==> src/rtl/yj_engine_rr_arbiter_if.sv <==
// Requester/engine bundle for yj_engine_rr_arbiter.
//   req/req_dat       : per-requester request level and operand (slice i = [i*DW +: DW])
//   gnt/rsp_vld       : one-hot grant (ISSUE..RESP) and one-cycle response strobe
//   rsp_dat           : engine result returned to the winner
//   eng_start/eng_dat : start pulse and operand towards the engine
//   eng_done/eng_res  : completion pulse and result from the engine
//   busy              : arbiter is not idle
// slave  : arbiter side.  master : requesters + engine side.
interface yj_engine_rr_arbiter_if #(
  parameter int unsigned NREQ = 4,
  parameter int unsigned DW   = 32
);
  logic [NREQ-1:0]    req;
  logic [NREQ*DW-1:0] req_dat;
  logic [NREQ-1:0]    gnt;
  logic [NREQ-1:0]    rsp_vld;
  logic [DW-1:0]      rsp_dat;
  logic               eng_start;
  logic [DW-1:0]      eng_dat;
  logic               eng_done;
  logic [DW-1:0]      eng_res;
  logic               busy;

  modport master (
    output req, req_dat, eng_done, eng_res,
    input  gnt, rsp_vld, rsp_dat, eng_start, eng_dat, busy
  );

  modport slave (
    input  req, req_dat, eng_done, eng_res,
    output gnt, rsp_vld, rsp_dat, eng_start, eng_dat, busy
  );
endinterface

==> src/rtl/yj_engine_rr_arbiter.sv <==
// Round-robin arbiter sharing one multi-cycle engine between NREQ requesters.
// One transaction at a time: IDLE (arbitrate, latch operand) -> ISSUE (start
// pulse) -> WAIT (until eng_done) -> RESP (return result, rotate priority).
// Ports:
//   CLK  : clock, rising edge
//   RST  : synchronous active-high reset
//   bus  : yj_engine_rr_arbiter_if.slave (requester and engine signals)
// All outputs are registered.
module yj_engine_rr_arbiter #(
  parameter int unsigned NREQ = 4,
  parameter int unsigned DW   = 32,
  parameter int unsigned IW   = $clog2(NREQ)
) (
  input logic                   CLK,
  input logic                   RST,
  yj_engine_rr_arbiter_if.slave bus
);

  typedef enum logic [1:0] {
    S_IDLE  = 2'd0,
    S_ISSUE = 2'd1,
    S_WAIT  = 2'd2,
    S_RESP  = 2'd3
  } state_t;

  localparam logic [IW-1:0] LAST_IDX = IW'(NREQ - 1);

  state_t          r_state,     w_state_nxt;
  logic [IW-1:0]   r_ptr,       w_ptr_nxt;
  logic [IW-1:0]   r_idx,       w_idx_nxt;
  logic [NREQ-1:0] r_gnt,       w_gnt_nxt;
  logic [NREQ-1:0] r_rsp_vld,   w_rsp_vld_nxt;
  logic [DW-1:0]   r_rsp_dat,   w_rsp_dat_nxt;
  logic [DW-1:0]   r_eng_dat,   w_eng_dat_nxt;
  logic            r_eng_start, w_eng_start_nxt;
  logic            r_busy,      w_busy_nxt;

  logic            w_win_vld;
  logic [IW-1:0]   w_win_idx;
  logic [IW-1:0]   w_cand;
  logic [DW-1:0]   w_win_dat;
  logic [NREQ-1:0] w_win_oh;
  logic [NREQ-1:0] w_idx_oh;

  // Rotating-priority search: first request at or after r_ptr, modulo NREQ.
  always_comb begin
    w_win_vld = 1'b0;
    w_win_idx = '0;
    w_cand    = '0;
    for (int unsigned k = 0; k < NREQ; k++) begin
      w_cand = IW'((32'(r_ptr) + k) % NREQ);
      if (!w_win_vld && bus.req[w_cand]) begin
        w_win_vld = 1'b1;
        w_win_idx = w_cand;
      end
    end
  end

  // Winner operand mux; constant slice bases keep the select simple.
  always_comb begin
    w_win_dat = '0;
    for (int unsigned i = 0; i < NREQ; i++) begin
      if (w_win_idx == IW'(i)) begin
        w_win_dat = bus.req_dat[i*DW +: DW];
      end
    end
  end

  assign w_win_oh = {{(NREQ-1){1'b0}}, 1'b1} << w_win_idx;
  assign w_idx_oh = {{(NREQ-1){1'b0}}, 1'b1} << r_idx;

  // Next-state and next-output logic.
  always_comb begin
    w_state_nxt     = r_state;
    w_ptr_nxt       = r_ptr;
    w_idx_nxt       = r_idx;
    w_gnt_nxt       = r_gnt;
    w_rsp_vld_nxt   = '0;
    w_rsp_dat_nxt   = r_rsp_dat;
    w_eng_dat_nxt   = r_eng_dat;
    w_eng_start_nxt = 1'b0;
    w_busy_nxt      = r_busy;

    case (r_state)
      S_IDLE: begin
        w_gnt_nxt  = '0;
        w_busy_nxt = 1'b0;
        if (w_win_vld) begin
          w_state_nxt     = S_ISSUE;
          w_idx_nxt       = w_win_idx;
          w_eng_dat_nxt   = w_win_dat;
          w_gnt_nxt       = w_win_oh;
          w_eng_start_nxt = 1'b1;
          w_busy_nxt      = 1'b1;
        end
      end
      S_ISSUE: begin
        w_state_nxt = S_WAIT;
      end
      S_WAIT: begin
        if (bus.eng_done) begin
          w_state_nxt   = S_RESP;
          w_rsp_dat_nxt = bus.eng_res;
          w_rsp_vld_nxt = w_idx_oh;
        end
      end
      S_RESP: begin
        // Winner becomes lowest priority for the next arbitration.
        w_ptr_nxt   = (r_idx == LAST_IDX) ? '0 : r_idx + IW'(1);
        w_gnt_nxt   = '0;
        w_busy_nxt  = 1'b0;
        w_state_nxt = S_IDLE;
      end
      default: begin
        w_state_nxt = S_IDLE;
      end
    endcase
  end

  // State and output registers.
  always_ff @(posedge CLK) begin
    if (RST) begin
      r_state     <= S_IDLE;
      r_ptr       <= '0;
      r_idx       <= '0;
      r_gnt       <= '0;
      r_rsp_vld   <= '0;
      r_rsp_dat   <= '0;
      r_eng_dat   <= '0;
      r_eng_start <= 1'b0;
      r_busy      <= 1'b0;
    end else begin
      r_state     <= w_state_nxt;
      r_ptr       <= w_ptr_nxt;
      r_idx       <= w_idx_nxt;
      r_gnt       <= w_gnt_nxt;
      r_rsp_vld   <= w_rsp_vld_nxt;
      r_rsp_dat   <= w_rsp_dat_nxt;
      r_eng_dat   <= w_eng_dat_nxt;
      r_eng_start <= w_eng_start_nxt;
      r_busy      <= w_busy_nxt;
    end
  end

  assign bus.gnt       = r_gnt;
  assign bus.rsp_vld   = r_rsp_vld;
  assign bus.rsp_dat   = r_rsp_dat;
  assign bus.eng_start = r_eng_start;
  assign bus.eng_dat   = r_eng_dat;
  assign bus.busy      = r_busy;

endmodule

==> src/flat_wrapper.sv <==
// flat-port wrapper written by rule: the top's interface ports become plain ports
module yj_engine_rr_arbiter_flat 
#(
  parameter int unsigned NREQ = 4,
  parameter int unsigned DW   = 32,
  parameter int unsigned IW   = $clog2(NREQ)
)
  (CLK, RST, bus_req, bus_req_dat, bus_eng_done, bus_eng_res, bus_gnt, bus_rsp_vld, bus_rsp_dat, bus_eng_start, bus_eng_dat, bus_busy);
  yj_engine_rr_arbiter_if #(.NREQ(NREQ), .DW(DW)) bus_i ();
  input logic CLK;
  input logic RST;
  input wire logic [$bits(bus_i.req)-1:0] bus_req;
  input wire logic [$bits(bus_i.req_dat)-1:0] bus_req_dat;
  input wire logic [$bits(bus_i.eng_done)-1:0] bus_eng_done;
  input wire logic [$bits(bus_i.eng_res)-1:0] bus_eng_res;
  output wire logic [$bits(bus_i.gnt)-1:0] bus_gnt;
  output wire logic [$bits(bus_i.rsp_vld)-1:0] bus_rsp_vld;
  output wire logic [$bits(bus_i.rsp_dat)-1:0] bus_rsp_dat;
  output wire logic [$bits(bus_i.eng_start)-1:0] bus_eng_start;
  output wire logic [$bits(bus_i.eng_dat)-1:0] bus_eng_dat;
  output wire logic [$bits(bus_i.busy)-1:0] bus_busy;
  assign bus_i.req = bus_req;
  assign bus_i.req_dat = bus_req_dat;
  assign bus_i.eng_done = bus_eng_done;
  assign bus_i.eng_res = bus_eng_res;
  assign bus_gnt = bus_i.gnt;
  assign bus_rsp_vld = bus_i.rsp_vld;
  assign bus_rsp_dat = bus_i.rsp_dat;
  assign bus_eng_start = bus_i.eng_start;
  assign bus_eng_dat = bus_i.eng_dat;
  assign bus_busy = bus_i.busy;
  yj_engine_rr_arbiter #(.NREQ(NREQ), .DW(DW), .IW(IW)) u_core (.CLK(CLK), .RST(RST), .bus(bus_i));
endmodule
==> config.mk <==
export PLATFORM = sky130hd
export DESIGN_NAME = yj_engine_rr_arbiter_flat
export DESIGN_NICKNAME = d
export VERILOG_FILES = /design/src/rtl/yj_engine_rr_arbiter_if.sv /design/src/rtl/yj_engine_rr_arbiter.sv /design/src/flat_wrapper.sv
export SDC_FILE = /design/constraint.sdc
export NUM_CORES = 1
export LEC_CHECK = 0
export CAP_MARGIN = 15
export CORE_ASPECT_RATIO = 0.75
export CORE_MARGIN = 2
export CORE_UTILIZATION = 33
export DETAILED_ROUTE_END_ITERATION = 12
export PLACE_DENSITY = 0.77
export SYNTH_ARGS = -nofsm -noshare
export SYNTH_HDL_FRONTEND = slang
export SYNTH_SLANG_ARGS = --single-unit
==> constraint.sdc <==
create_clock -name CLK -period 1.95 [get_ports CLK]
set_input_delay 0.39 -clock CLK [delete_from_list [all_inputs] [get_ports CLK]]
set_output_delay 0.39 -clock CLK [all_outputs]
set_load 0.02 [all_outputs]
After elaboration in Yosys (flattened, before gate mapping) --
Cells that the tools add are included.
Storage, ports and cells: bits in registers 80, input bits 167, output and inout port bits 74, word-level logic and storage cells 73
Cells by class: $add $sub $neg 4, magnitude comparators 4, eq/ne operators 9, shifts and indexed selects 2, mux-type cells 28, bitwise operators 3, reduce and logical (&&, ||, !) cells 14
Operators with widths (count):
- 32-bit two-way mux | 4
- 2-bit two-way mux | 7
- 2-bit by 3-bit less-than comparator with 1-bit output, second input constant | 4
- 2-bit == test, second input constant | 5
- 1-bit two-way mux | 9
- 1-bit binary-select mux with 2-bit select | 4
- 2-bit case mux with 4 select lines | 1
- 4-bit case mux with 2 select lines | 1
- 1-bit by 2-bit left shift with 4-bit output, first input constant | 2
- 2-bit AND reduction | 3
- 2-bit by 1-bit adder with 2-bit output, second input constant | 2
- 2-bit adder, second input constant | 2
- 2-bit by 1-bit == test with 1-bit output, second input constant | 2
- 2-bit zero test | 2
- 4-bit two-way mux | 1
- 1-bit logical AND | 3
- 1-bit zero test | 3
- 1-bit NOT | 3
- 3-bit OR reduction | 1
- 2-bit by 1-bit inequality test with 1-bit output, second input constant | 1
- 2-bit inequality test, second input constant | 1
- 1-bit case mux with 2 select lines | 1
- 2-bit nonzero test | 1
- 2-bit OR reduction | 1

Longest topological paths before layout --
depth in word-level cells 17, mapped depth 8, gate-level depth less buffers 7

Worst setup path after synthesis --
Ideal clock, no wire load.
kind input-to-reg, start in bus_req[2], end reg u_core.r_eng_dat[0], in the netlist u_core.bus.eng_dat[0], library setup time 0.121 ns, data arrival time 1.757 ns, required time 1.829 ns, slack 0.072 ns, stages 8, path buffers 3, cell sequence buf_2 -> nor2b_1 -> a221o_1 -> and2_1 -> buf_2 -> clkbuf_1 -> a211oi_1 -> o21ai_1
Between the ends: cells in the longest elaborated chain, start to end 17, elaborated cells on any way between the ends 31, those cells by class eq/ne: 3; mux: 20; reduce/logical: 8
Ends and longest elaborated chain:
- from (decl) | line flat_wrapper.sv:12 | input wire logic [$bits(bus_i.req)-1:0] bus_req;
- 1-bit binary-select mux with 2-bit select | line yj_engine_rr_arbiter.sv:52 | if (!w_win_vld && bus.req[w_cand]) begin
- 1-bit two-way mux (not written as such) | line yj_engine_rr_arbiter.sv:52
- 1-bit two-way mux | line yj_engine_rr_arbiter.sv:52
- 1-bit zero test | line yj_engine_rr_arbiter.sv:52
- 1-bit logical AND | line yj_engine_rr_arbiter.sv:52
- 1-bit two-way mux | line yj_engine_rr_arbiter.sv:52
- 1-bit zero test | line yj_engine_rr_arbiter.sv:52
- 1-bit logical AND | line yj_engine_rr_arbiter.sv:52
- 1-bit two-way mux | line yj_engine_rr_arbiter.sv:52
- 1-bit zero test | line yj_engine_rr_arbiter.sv:52
- 1-bit logical AND | line yj_engine_rr_arbiter.sv:52
- 2-bit two-way mux | line yj_engine_rr_arbiter.sv:52
- 2-bit zero test | line yj_engine_rr_arbiter.sv:63 | if (w_win_idx == IW'(i)) begin
- 32-bit two-way mux (4 in series) | line yj_engine_rr_arbiter.sv:63
- to (signal assigned) | line yj_engine_rr_arbiter.sv:139 | r_eng_dat <= w_eng_dat_nxt;
- to (decl) | line yj_engine_rr_arbiter.sv:34 | logic [DW-1:0] r_eng_dat, w_eng_dat_nxt;
Parallel ways exist; a longest one is shown, timed or not. The select of a mux whose other input is x is not followed. A chain may end at the register's enable or synchronous reset.

Worst setup path in the final report --
start reg u_core.r_ptr[1], end reg u_core.r_eng_dat[8], in the netlist u_core.bus.eng_dat[8]
Between the ends: cells in the longest elaborated chain, start to end 17, elaborated cells on any way between the ends 34, those cells by class add/sub: 3; eq/ne: 3; mux: 20; reduce/logical: 8
Ends and longest elaborated chain:
- from (decl) | line yj_engine_rr_arbiter.sv:29 | logic [IW-1:0] r_ptr, w_ptr_nxt;
- from (signal assigned) | line yj_engine_rr_arbiter.sv:134 | r_ptr <= w_ptr_nxt;
- branches (longest 17 deep; another with 2-bit by 1-bit adder with 2-bit output)
Parallel ways; which one is timed is not known. The select of a mux whose other input is x is not followed.

==> run metrics <==
Final Setup Violations 0; critical path type reg2reg; RSZ-0062 raised after global routing no; maximum level of the CTS H-tree 3; Max VDD drop 0.606 mV; Arr. time, crit path 2050 ps; clk sink count 80; cell area after synthesis 0.00369 sq mm; switching part of the total 35.1%; post-synthesis net count 623; Slew @ Worst Pin 631 ps; max-cap violation count 0; WP buf/inv 1; Synth warnings 0; # hold bufs at CTS 0; Final #Nets 868; Setup Buffers After CTS 0; Die H 95.6 um; GPL Wtd Cong 0.903; Final period util 94.6%; Max Slew Vio Count 0; skew final 10.2 ps; Final Instance Count excl. Fillers 842; Area Growth Syn to Fin 83.4%; Gate Count Post-Synth 451; CP Max Fanout 9; Sequential Power Share 31.2%; leakage power 2.42 nW; DR iter-0 viols 347; status finished clean; Crit. End Element flop; Yosys reg bits 80; register area share after synthesis 43.4%; WL/cell 16.6 um; setup TNS 0 ps; initial antenna violation count 1; WP data required 2150 ps; Multi-input gate area 0.00191 sq mm; slowest cell delay on critical path 480 ps; Final ANT Viol Nets 0; syn avg cell area 8.19 sq um; Port Buffer Count 240; gr usage total 22.5%; FMAX 542 MHz; fraction of layout cells with a size suffix above 1 8.27%; post-layout util 62.2%; clock latency on the worst-skew pair 340 ps; io pins 241; DR vias 4421; first-pass GRT wire length 21600 um; die width 126 um; NetSw 2.53 mW; dpl cells 825; CP Cell Sequence buf_4, o21ai_0, a221o_2, a221oi_1, a311oi_1; Final Critical Period 1840 ps; number of global-route vias before repair 4290; Distinct cells, synth 37; clk slew on worst S/H paths 70 ps; CTS tree yes; max-slew headroom at the worst pin 57.6%; initial core utilization 33.9%; FF+latch area 0.00160 sq mm; DIE AREA 0.0121 sq mm; Pint 4.67 mW; Hold Crit Class in2reg; Max Root-Sink Buffers 2; CP startpoint kind flop; drt total wl 14000 um; Clock Tree Root clkbuf_16; Via density 5.25; Slowest cell on crit path a221o_2; Clock power frac 26.0%; core area 0.0109 sq mm; number of remaining DRC errors 0; pwr dens 1060 mW/mm^2; largest net degree at the start of global routing 32; Crit path max-delay family compound AO/OA/AOI/OAI gates; post-DP HPWL 10800 um; fillers 921; GR Overflow Total 0; Core Rows 33; Inserted Clock Buffers 9; Comb power frac 42.7%; Fin. Hold Viols 0; TritonRoute pass-1 iters 5; R2R Setup Slk 110 ps
[final cells by class]
class / count / share of cell area (%)
clock inverter: 7 / 1.57
multi-input combinational: 325 / 28.1
antenna: 1 / 0.0369
sequential: 80 / 23.7
timing repair buffer: 274 / 40.4
clock buffer: 9 / 3.32
tap: 140 / 2.59
inverter: 6 / 0.332
[registers in the layout (all words and copies together) (netlist names)]
register and flops:
u_core.r_idx 2, u_core.bus.gnt 4, u_core.bus.eng_start 1, u_core.r_ptr 2, u_core.bus.rsp_dat 32, u_core.bus.eng_dat 32, u_core.bus.rsp_vld 4, u_core.r_state 2
u_core.bus.busy 1
[cells by family after synthesis]
group	synth area share [%]
AO/OA/AOI/OAI	30.9
adder cells (fa/ha/maj)	1.69
buffers and inverters	5.22
flip-flops	43.4
multiplexers	1.39
AND/OR/NAND/NOR	17.5
[placed cells by master (no fill, tap or decap), types with 3 or more instances in the layout]
cell type        netlist  final
a221oi_1               8      8
nand2b_1               3      3
dlymetal6s2s_1         0      3
nand2_1               96     96
a21oi_1               40     40
nor2_1                21     21
inv_1                  5      5
mux2i_1                4      4
clkdlybuf4s50_1        0    235
a311oi_1               8      8
o21ai_1               24     24
ha_1                   5      5
o221ai_1              25     24
inv_6                  0      4
dfxtp_1               80     79
a21boi_0              23     23
buf_12                 0      6
clkbuf_16              0      9
buf_4                  0     28
nor3_1                 3      3
nand3_1               16     16
nor2b_1                4      4
a211oi_1              24     24
[Yosys cell counts (all sizes together)]
library cell,number,area [sq um]
nand2,96,360
dfxtp,80,1600
a21oi,40,200
clkbuf,26,97.6
o21ai,26,130
o221ai,25,219
a211oi,24,180
a21boi,23,173
nor2,21,78.8
nand3,16,80.1
buf,14,72.6
a221oi,9,96.4
a311oi,8,70.1
inv,6,22.5
ha,5,62.6
mux2i,4,40.0
nor2b,4,25.0
nand2b,3,18.8
nor3,3,15.0
a221o,2,20.0
a22oi,2,15.0
and2,2,12.5
nor4,2,12.5
nor4b,2,17.5
a21bo,1,10.0
a32oi,1,8.76
and4b,1,10.0
mux2,1,11.3
nand3b,1,7.51
nor3b,1,7.51
o211a,1,10.0
o211ai,1,7.51
[through the flow]
stage / setup WS [ps] / power, mW / cell area [sq um] / hold slack [ps]
after floorplan: 72.3 / 3.76 / 3690 / 477
after global placement: -298 / 5.26 / 6430 / 436
final: 106 / 7.20 / 6780 / 405
after CTS: 5.53 / 7.25 / 6760 / 397
after global routing: 7.68 / 7.59 / 6780 / 405
after detailed placement: -417 / 5.34 / 6430 / 440
[per-layer routing]
metal / share of wire [%] / global-route usage, %
met4: 2.2 / 7.51
met2: 48 / 38.9
met3: 7.7 / 6.90
met5: 0 / 0
met1: 42 / 26.9
[timing repair]
action	in CTS	in global routing
endpoints found under the setup margin	8	33
gates resized for setup	2	5
endpoints found under the hold margin	0	0
[power by group through the flow]
stage / registers [mW] / clock network, mW / logic (mW)
finish: 2.25 / 1.88 / 3.08
global route: 2.29 / 1.99 / 3.31
CTS: 2.24 / 1.92 / 3.08
detailed placement: 2.28 / 0 / 3.07
global placement: 2.25 / 0 / 3.01
floorplan: 2.66 / 0 / 1.10
[final timing paths]
path / start / end / depth (start not counted)
max: u_core.r_ptr[1]$_SDFFE_PP0N_ / u_core.bus.eng_dat[8]$_SDFFE_PP0P_ / 5
min: RST / u_core.bus.busy$_SDFFE_PP0P_ / 2
max reg2reg: u_core.r_ptr[1]$_SDFFE_PP0N_ / u_core.bus.eng_dat[8]$_SDFFE_PP0P_ / 5
min reg2reg: u_core.bus.eng_dat[23]$_SDFFE_PP0P_ / u_core.bus.eng_dat[23]$_SDFFE_PP0P_ / 2
Note: power is estimated with default switching activity, not from simulation.
